**src/rtl/tagger_pkg.sv**
```systemverilog
// tagger_pkg: shared conf encoding, partition-table entry type and NAPOT mask helper
// Provides TAGGER_TAB_T(PL): packed entry {addr[33:0], patid[PL-1:0], conf[1:0]}.
`define TAGGER_TAB_T(PL) struct packed { logic [33:0] addr; logic [(PL)-1:0] patid; logic [1:0] conf; }

package tagger_pkg;

    typedef enum logic [1:0] {
        CONF_OFF   = 2'b00,
        CONF_TOR   = 2'b01,
        CONF_NA4   = 2'b10,
        CONF_NAPOT = 2'b11
    } tagger_conf_e;

    // Ones mark the byte-address bits compared for a NAPOT region. The trailing
    // ones of the word field plus the lowest zero become don't-care, together with byte bits [1:0].
    function automatic logic [33:0] napot_mask(input logic [31:0] e);
        logic [31:0] m;
        m = e ^ (e + 32'd1);
        return ~{m, 2'b11};
    endfunction

endpackage

```
**src/rtl/tagger_range_cmp.sv**
```systemverilog
// tagger_range_cmp: combinational PMP-style compare of one address against one table entry
// Ports: addr_i request byte address [33:0]; entry_i table entry; prev_addr_i word address field of entry k-1 (0 for k=0); match_o entry matches.
module tagger_range_cmp
    import tagger_pkg::*;
#(
    parameter int  PATID_LEN = 8,
    parameter type tag_tab_t = `TAGGER_TAB_T(PATID_LEN)
) (
    input  logic [33:0] addr_i,
    input  tag_tab_t    entry_i,
    input  logic [31:0] prev_addr_i,
    output logic        match_o
);
    tagger_conf_e conf;
    logic [33:0]  hi;
    logic [33:0]  lo;
    logic         tor_hit;
    logic         na4_hit;
    logic         napot_hit;
    logic         unused;

    assign conf      = tagger_conf_e'(entry_i.conf);
    assign hi        = {entry_i.addr[31:0], 2'b00};
    assign lo        = {prev_addr_i, 2'b00};
    assign tor_hit   = (lo < hi) && (addr_i >= lo) && (addr_i < hi);
    assign na4_hit   = addr_i[33:2] == entry_i.addr[31:0];
    assign napot_hit = ((addr_i ^ hi) & napot_mask(entry_i.addr[31:0])) == '0;
    assign unused    = ^{entry_i.patid, entry_i.addr[33:32]};

    always_comb begin
        match_o = (conf == CONF_TOR)   ? tor_hit :
                  (conf == CONF_NA4)   ? na4_hit :
                  (conf == CONF_NAPOT) ? napot_hit : 1'b0;
    end

endmodule

```
**src/rtl/tagger_addr_matcher.sv**
```systemverilog
// tagger_addr_matcher: tags an AXI Ax request with the partition ID of the winning table entry
// Ports: clk_i/rst_i (sync, active-high); tag_tab_i committed partition table; req_* upstream Ax request;
// out_* registered tagged request with hit flag and winning index.
// Optional macro TAGGER_MATCH_STATS_EN adds clr_cnt_i and per-entry saturating hit counters hit_cnt_o.
module tagger_addr_matcher
    import tagger_pkg::*;
#(
    parameter int                  MAXPARTITION  = 2,
    parameter int                  PATID_LEN     = 8,
    parameter int                  ADDR_WIDTH    = 48,
    parameter int                  USER_WIDTH    = 16,
    parameter int                  USER_ID_LSB   = 0,
    parameter int                  PAYLOAD_WIDTH = 64,
    parameter logic [PATID_LEN-1:0] DEFAULT_PATID = '0,
    parameter type                 tag_tab_t     = `TAGGER_TAB_T(PATID_LEN),
    localparam int                 IDX_W         = (MAXPARTITION > 1) ? $clog2(MAXPARTITION) : 1
) (
    input  logic                               clk_i,
    input  logic                               rst_i,
`ifdef TAGGER_MATCH_STATS_EN
    input  logic                               clr_cnt_i,
    output logic [MAXPARTITION-1:0][31:0]      hit_cnt_o,
`endif
    input  tag_tab_t [MAXPARTITION-1:0]        tag_tab_i,
    input  logic                               req_valid_i,
    output logic                               req_ready_o,
    input  logic [ADDR_WIDTH-1:0]              req_addr_i,
    input  logic [USER_WIDTH-1:0]              req_user_i,
    input  logic [PAYLOAD_WIDTH-1:0]           req_payload_i,
    output logic                               out_valid_o,
    input  logic                               out_ready_i,
    output logic [ADDR_WIDTH-1:0]              out_addr_o,
    output logic [USER_WIDTH-1:0]              out_user_o,
    output logic [PAYLOAD_WIDTH-1:0]           out_payload_o,
    output logic                               out_hit_o,
    output logic [IDX_W-1:0]                   out_hit_idx_o
);
    logic [MAXPARTITION-1:0]  match;
    logic                     addr_ok;
    logic                     hit;
    logic [IDX_W-1:0]         idx;
    logic [PATID_LEN-1:0]     patid;
    logic [USER_WIDTH-1:0]    user_tag;
    logic                     accept;
    logic                     full_q, full_d;
    logic [ADDR_WIDTH-1:0]    addr_q, addr_d;
    logic [USER_WIDTH-1:0]    user_q, user_d;
    logic [PAYLOAD_WIDTH-1:0] payload_q, payload_d;
    logic                     hit_q, hit_d;
    logic [IDX_W-1:0]         idx_q, idx_d;

    // Addresses beyond the 34-bit table space never match any entry.
    assign addr_ok = (req_addr_i >> 34) == '0;

    for (genvar k = 0; k < MAXPARTITION; k++) begin : g_cmp
        logic [31:0] prev;
        if (k == 0) begin : g_first
            assign prev = '0;
        end else begin : g_rest
            assign prev = tag_tab_i[k-1].addr[31:0];
        end
        tagger_range_cmp #(
            .PATID_LEN (PATID_LEN),
            .tag_tab_t (tag_tab_t)
        ) u_cmp (
            .addr_i      (req_addr_i[33:0]),
            .entry_i     (tag_tab_i[k]),
            .prev_addr_i (prev),
            .match_o     (match[k])
        );
    end

    // Scan from the top down so the lowest-indexed match is the last one written.
    always_comb begin
        hit   = 1'b0;
        idx   = '0;
        patid = DEFAULT_PATID;
        for (int k = MAXPARTITION - 1; k >= 0; k--) begin
            if (addr_ok && match[k]) begin
                hit   = 1'b1;
                idx   = IDX_W'(k);
                patid = tag_tab_i[k].patid;
            end
        end
    end

    always_comb begin
        user_tag                           = req_user_i;
        user_tag[USER_ID_LSB +: PATID_LEN] = patid;
    end

    assign req_ready_o = !full_q || out_ready_i;
    assign accept      = req_valid_i && req_ready_o;

    always_comb begin
        full_d    = accept ? 1'b1 : (out_ready_i ? 1'b0 : full_q);
        addr_d    = accept ? req_addr_i    : addr_q;
        user_d    = accept ? user_tag      : user_q;
        payload_d = accept ? req_payload_i : payload_q;
        hit_d     = accept ? hit           : hit_q;
        idx_d     = accept ? idx           : idx_q;
    end

    always_ff @(posedge clk_i) begin
        if (rst_i) begin
            full_q    <= 1'b0;
            addr_q    <= '0;
            user_q    <= '0;
            payload_q <= '0;
            hit_q     <= 1'b0;
            idx_q     <= '0;
        end else begin
            full_q    <= full_d;
            addr_q    <= addr_d;
            user_q    <= user_d;
            payload_q <= payload_d;
            hit_q     <= hit_d;
            idx_q     <= idx_d;
        end
    end

    assign out_valid_o   = full_q;
    assign out_addr_o    = addr_q;
    assign out_user_o    = user_q;
    assign out_payload_o = payload_q;
    assign out_hit_o     = hit_q;
    assign out_hit_idx_o = idx_q;

`ifdef TAGGER_MATCH_STATS_EN
    logic [MAXPARTITION-1:0][31:0] cnt_q, cnt_d;

    always_comb begin
        cnt_d = cnt_q;
        for (int k = 0; k < MAXPARTITION; k++) begin
            cnt_d[k] = clr_cnt_i ? 32'd0 :
                       (accept && hit && idx == IDX_W'(k) && cnt_q[k] != '1) ? cnt_q[k] + 32'd1 : cnt_q[k];
        end
    end

    always_ff @(posedge clk_i) begin
        if (rst_i) begin
            cnt_q <= '0;
        end else begin
            cnt_q <= cnt_d;
        end
    end

    assign hit_cnt_o = cnt_q;
`endif

endmodule

```
**config.mk**
```make
export PLATFORM = sky130hd
export DESIGN_NAME = tagger_addr_matcher
export DESIGN_NICKNAME = d
export VERILOG_FILES = /design/src/rtl/tagger_pkg.sv /design/src/rtl/tagger_range_cmp.sv /design/src/rtl/tagger_addr_matcher.sv
export SDC_FILE = /design/constraint.sdc
export NUM_CORES = 1
export LEC_CHECK = 0
export CORE_AREA = 2 2 139 141
export DETAILED_ROUTE_END_ITERATION = 12
export DIE_AREA = 0 0 141 143
export GPL_ROUTABILITY_DRIVEN = 0
export PLACE_DENSITY = 0.81
export SYNTH_ARGS = -nofsm -noshare
export SYNTH_HDL_FRONTEND = slang
export SYNTH_SLANG_ARGS = --single-unit
```
**constraint.sdc**
```tcl
create_clock -name clk_i -period 4.5 [get_ports clk_i]
set_input_delay 1.35 -clock clk_i [delete_from_list [all_inputs] [get_ports clk_i]]
set_output_delay 1.35 -clock clk_i [all_outputs]
set_load 0.01 [all_outputs]
```
# [Word level (Yosys, flattened, before mapping)]
# Index checks and enable logic that the tools add are counted.
[totals] register_bits=131 latchBits=0 ram_bits=0 romBits=0 input_bits=220 output_inout_bits=132 elab_cells=56 n_memories=0
[classes] n_addsub=2 n_mul=0 div_mod_pow=0 magnitude_cmp=6 eq_ne=8 shifts=0 muxes=13 n_bitwise=8 n_reduce_logical=13
[ops] cell="$lt A34 B34 Y1" count=3
[ops] cell="$and A34 B34 Y34" count=2
[ops] cell="$logic_not A34 Y1" count=2
[ops] cell="$not A34 Y34" count=2
[ops] cell="$xor A34 B34 Y34" count=2
[ops] cell="$add A32 B1 Y32 const B" count=2
[ops] cell="$eq A32 B32 Y1" count=2
[ops] cell="$xor A32 B32 Y32" count=2
[ops] cell="$logic_not A48 Y1" count=1
[ops] cell="$ge A34 B1 Y1 const B" count=1
[ops] cell="$ge A34 B34 Y1" count=1
[ops] cell="$lt A1 B34 Y1 const A" count=1
[ops] cell="$mux W8" count=2
[ops] cell="$mux W1" count=11
[ops] cell="$eq A2 B2 Y1 const B" count=4
[ops] cell="$logic_and A1 B1 Y1" count=7
[ops] cell="$eq A2 B1 Y1 const B" count=2
[ops] cell="$reduce_bool A2 Y1" count=1
[ops] cell="$logic_not A1 Y1" count=1
[ops] cell="$logic_or A1 B1 Y1" count=1

# [Depth between registers and ports, before layout]
[logic_depth] depth_word=11 depth_mapped=12 mapped_depth_nobuf=11

# [Modules after synthesis]
# Synthesis repeated with hierarchy kept, for this count alone.
[hier_totals] cells_unflattened=1326 area_unflattened_um2=10213.5
[by_module_without_submodules] mod="tagger_addr_matcher" n_inst=1 cells_per_inst=589 area_per_inst_um2=4722.0 seq_area_each_um2=2622.5
[by_module_without_submodules] mod="tagger_range_cmp at g_cmp[0].u_cmp" n_inst=1 cells_per_inst=377 area_per_inst_um2=2767.7 seq_area_each_um2=0.0
[by_module_without_submodules] mod="tagger_range_cmp at g_cmp[1].u_cmp" n_inst=1 cells_per_inst=360 area_per_inst_um2=2723.9 seq_area_each_um2=0.0

# [Worst setup path before layout]
# OpenSTA, ideal clock, no wires.
[synth_timing] path_type="input to register" startpoint="input port tag_tab_i[61] (netlist bit)" endpoint="register user_q[0], in the netlist out_user_o[0]" setup_ns=0.071 arrival_ns=3.764 required_ns=4.429 setup_slack_ns=0.665 stages=11 cell_sequence="inv_1 > ha_1 > and2_1 > a221oi_1 > o21ai_0 > a2111oi_0 > o21ai_0 > o31ai_1 > nand2_1 > nor4b_2 > o2bb2ai_1"
[synth_via] elab_chain_len=11 elab_cells_between_ends=17 classes_between="1 x add/sub; 2 x order compare; 1 x eq/ne; 5 x mux; 4 x bitwise; 4 x reduce/logical"
[synth_lines] item="start, declared" line_no="tagger_addr_matcher.sv:24" text="input tag_tab_t [MAXPARTITION-1:0] tag_tab_i,"
[synth_lines] item="$add A32 B1 Y32" line_no="tagger_pkg.sv:18" text="m = e ^ (e + 32'd1);"
[synth_lines] item="$xor A32 B32 Y32" line_no="tagger_pkg.sv:18"
[synth_lines] item="$not A34 Y34" line_no="tagger_pkg.sv:19" text="return ~{m, 2'b11};"
[synth_lines] item="$and A34 B34 Y34" line_no="tagger_range_cmp.sv:27" text="assign napot_hit = ((addr_i ^ hi) & napot_mask(entry_i.addr[31:0])) == '0;"
[synth_lines] item="$logic_not A34 Y1" line_no="tagger_range_cmp.sv:27"
[synth_lines] item="$mux W1" line_no="tagger_range_cmp.sv:33" text="(conf == CONF_NAPOT) ? napot_hit : 1'b0;"
[synth_lines] item="$mux W1" line_no="tagger_range_cmp.sv:32" text="(conf == CONF_NA4) ? na4_hit :"
[synth_lines] item="$mux W1 (*)" line_no="tagger_range_cmp.sv:31" text="match_o = (conf == CONF_TOR) ? tor_hit :"
[synth_lines] item="$logic_and A1 B1 Y1 (*)" line_no="tagger_addr_matcher.sv:79" text="if (addr_ok && match[k]) begin"
[synth_lines] item="$mux W8 (*) (2 in a row)" line_no="tagger_addr_matcher.sv:79"
[synth_lines] item="end signal, assigned" line_no="tagger_addr_matcher.sv:115" text="user_q <= user_d;"
[synth_lines] item="end, declared" line_no="tagger_addr_matcher.sv:47" text="logic [USER_WIDTH-1:0] user_q, user_d;"
# Mark *: on every way between the ends. The rest lies on a longest branch, timed or not.
# A chain may end at the register's enable or synchronous reset.

# [Worst setup path in the final report]
[layout_timing] startpoint="input port tag_tab_i[17] (netlist bit)" endpoint="register user_q[7], in the netlist out_user_o[7]"
[layout_via] elab_chain_len=10 elab_cells_between_ends=23 classes_between="1 x add/sub; 4 x order compare; 1 x eq/ne; 6 x mux; 4 x bitwise; 7 x reduce/logical"
[layout_lines] item="$add A32 B1 Y32" line_no="tagger_pkg.sv:18"
[layout_lines] item="$xor A32 B32 Y32" line_no="tagger_pkg.sv:18"
[layout_lines] item="$not A34 Y34" line_no="tagger_pkg.sv:19"
[layout_lines] item="$and A34 B34 Y34" line_no="tagger_range_cmp.sv:27"
[layout_lines] item="$logic_not A34 Y1" line_no="tagger_range_cmp.sv:27"
[layout_lines] item="$mux W1" line_no="tagger_range_cmp.sv:33"
[layout_lines] item="$mux W1" line_no="tagger_range_cmp.sv:32"
[layout_lines] item="$mux W1" line_no="tagger_range_cmp.sv:31"
[layout_lines] item="$logic_and A1 B1 Y1" line_no="tagger_addr_matcher.sv:79"
[layout_lines] item="$mux W8 (*)" line_no="tagger_addr_matcher.sv:79"
# Marked as above.

==> flow_summary_export.csv <==
group,metric,value,unit
timing,slew_headroom,58.62,%
floorplanning,start_util,42.65,%
timing,fin_skew,9.780,ps
pwr,powerDensity,270.2,nW/um^2
clock_tree,cts.path.max_buffers,2,
logic_synthesis,synth_area,7925,sq um
logic_synthesis,ys_seq_area_share,33.09,%
logic_synthesis,ys_seq_elements,131,
pwr,p_leak,0.005461,uW
global_routing,grt_overflow_total,0,
placement,numPlacedInstances,1691,
global_routing,antenna_found_initial,1,
worst_setup_path,crit_path_max_fanout,8,
floorplanning,core,18580,sq um
routing,via_count,9692,
logic_synthesis,synth_edf_count,0,
routing,first_pass_iters,7,
logic_synthesis,syn_nets,1368,
timing,hold_viol,0,
logic_synthesis,ys_types,56,
floorplanning,row_count,50,
routing,via_per_inst,5.622,
logic_synthesis,synthTopCellsByArea,"dfxtp_1 (33%), ha_1 (15%), nand2_1 (13%)",
worst_setup_path,worstSetupPathType,"input port to register",
pwr,ir_worst_vdd,0.2722,mV
timing,final_max_slew_viol_count,0,
global_routing,grt_usage,30.04,%
global_routing,grt_pass1_vias,9047,
floorplanning,die_h,143,um
global_routing,grt_max_degree,50,
routing,ant_nets,0,
logic_synthesis,synth_cells,1050,
logic_synthesis,synth-warning-count,0,
logic_synthesis,synthArstFlopShare,0,%
placement,dpl_cell_area,12290,sq um
cells_and_area,nets,1795,
placement,port_buffers,339,
floorplanning,ios,352,
cells_and_area,n_antenna_cell,0,
logic_synthesis,syn_avg_cell_area,7.548,sq um
cells_and_area,final_area,12950,sq um
global_routing,grt_pass1_wl,47720,um
job,maxCapViolations,0,
min_path,worstHoldPathType,"register to register",
clock_tree,clkTransAtPathRegs,70,ps
placement,place_ws,-449.6,ps
routing,wl_per_cell,18.35,um
placement,hpwl,25170,um
cells_and_area,area_delta_synth_final,63.36,%
timing,setup_viol,0,
routing,drt-total-wl,31630,um
min_path,hold_path_depth,2,
clock_tree,cts_htree_levels,4,
clock_tree,clk_latency,420,ps
worst_setup_path,cp.required,4840,ps
floorplanning,die_x,141,um
worst_setup_path,cp-end-kind,"register",
floorplanning,die_area,20160,sq um
clock_tree,cts_tree,"done",
clock_tree,cts_inserted_buffers,17,
logic_synthesis,yosysTopAreaCell,"dfxtp_1",
logic_synthesis,synth_top_area_share,33.09,%
routing,drt-initial-drc-count,805,
cells_and_area,stdcell_count,1724,
worst_setup_path,rr_worst_depth,5,
worst_setup_path,arrival,4760,ps
worst_setup_path,worst_setup_path_start_kind,"input port",
routing,drc,0,
timing,worst_pin_slew,615.0,ps
timing,layout_min_cycle_time,4424,ps
timing,timing.fmax,0.2261,GHz
timing,fin_crit_sh,98.31,%
timing,setup_ws,76.27,ps
clock_tree,clockRootBuffer,"clkbuf_16",
cells_and_area,final_layout_size_suffix_gt1_share,11.34,%
clock_tree,clock_sinks,131,
run_status,status,"completed",
logic_synthesis,synth_ff_type,"dfxtp_1",
[cells in the final DEF, fill, tap and decap left out, types with 5 or more instances in the layout]
master,n
a21o_1,8
a21oi_1,171
a2bb2oi_1,8
a31oi_1,18
a41oi_1,6
and3_1,7
and4_1,5
buf_4,115
clkbuf_16,17
clkdlybuf4s50_1,332
dfxtp_1,131
dlymetal6s2s_1,6
ha_1,97
inv_1,69
inv_8,5
nand2_1,272
nand3_1,19
nand4_1,35
nor2_1,20
nor3_1,18
nor4_1,18
o21ai_0,18
o2bb2ai_1,8
[cell usage after synthesis (5+ instances only)]
library cell,instances
nand3_1,20
nor3_1,19
o21ai_0,18
nor4_1,20
clkbuf_1,40
ha_1,98
nand4_1,35
o2bb2ai_1,8
and4_1,5
a41oi_1,6
nor2_1,20
a2bb2oi_1,8
nand2_1,274
a31oi_1,18
a21oi_1,172
and3_1,7
a21o_1,8
dfxtp_1,131
and2_1,5
inv_1,69
[registers in the layout (all words and copies together), names as in the netlist]
register       cells
out_payload_o     64
out_addr_o        48
out_user_o        16
out_hit_idx_o      1
out_hit_o          1
out_valid_o        1
[worst paths after layout]
check,startpoint,end,slack [ps]
worst min register to register,out_payload_o[13],out_payload_o[13],450
worst min-delay path,out_payload_o[13],out_payload_o[13],450
worst max register to register,out_valid_o,out_payload_o[17],2750
worst max-delay path,tag_tab_i[17],out_user_o[7],80
[per-stage QoR]
| step | TNS (ps) | power (uW) | hold slack, ps | utilization [%] |
|---|---|---|---|---|
| 3_3_place_gp | -3306 | 2156 | 440.6 | 66.14 |
| 2_1_floorplan | 0 | 1649 | 480.5 | - |
| 4_1_cts | 0 | 3503 | 453.8 | 69.21 |
| 5_1_grt | -222.0 | 3651 | 469.4 | 69.68 |
| 6_report | 0 | 3498 | 452.8 | 69.68 |
| 3_5_place_dp | -4157 | 2180 | 445.5 | 66.14 |
[report_power, final]
group | internal (uW) | switching [uW] | leakage (uW) | total, uW
registers | 1220 | 30.9 | 0.00108 | 1250
clock network | 732 | 588 | 0.000273 | 1320
logic | 478 | 445 | 0.00411 | 923
[cell type report]
cell class / instances / area (sq um)
fillers: 1510 / 5634
inverters: 69 / 259.0
clock buffers: 17 / 425.4
flip-flops and latches: 131 / 2623
clock inverters: 15 / 143.9
multi-input cells: 805 / 4941
well taps: 234 / 292.8
repair buffers: 453 / 4262
[per-layer routing]
| metal | routed length (um) | track usage [%] | share of wire, % |
|---|---|---|---|
| met4 | 1372 | 13.47 | 4.3 |
| met1 | 11950 | 35.47 | 38 |
| met2 | 15150 | 50.91 | 48 |
| met5 | 0 | 0 | 0 |
| met3 | 3161 | 8.551 | 10 |
[what timing repair did]
action / in CTS / in global routing
pin swaps: 1 / 8
hold buffers: 0 / 0
gates resized for setup: 0 / 17
setup endpoints to repair: 3 / 10
setup buffers: 0 / 1
[critical path, stage by stage]
cell and delay, ps:
clkdlybuf4s50_1 490, buf_4 210, ha_1 300, and2_1 170, a221oi_1 270, o21ai_0 180, a2111oi_0 440, buf_4 200
o21ai_0 90, o31ai_2 270, buf_4 170, nand2_1 70, nor4b_2 210, buf_4 200, o2bb2ai_1 120
[logic make-up (layout without fill, tap and decap cells)]
| kind of cell | Yosys count | count (layout) | synth area share [%] |
|---|---|---|---|
| buffers and inverters | 114 | 554 | 5.510 |
| xor gates and xnor gates | 2 | 2 | 0.2211 |
| DFF | 131 | 131 | 33.09 |
| AOI/OAI and AO/OA | 276 | 276 | 20.56 |
| adders and majority gates | 98 | 98 | 15.47 |
| and+or+nand+nor | 429 | 429 | 25.15 |
Note: power is estimated with default switching activity, not from simulation.
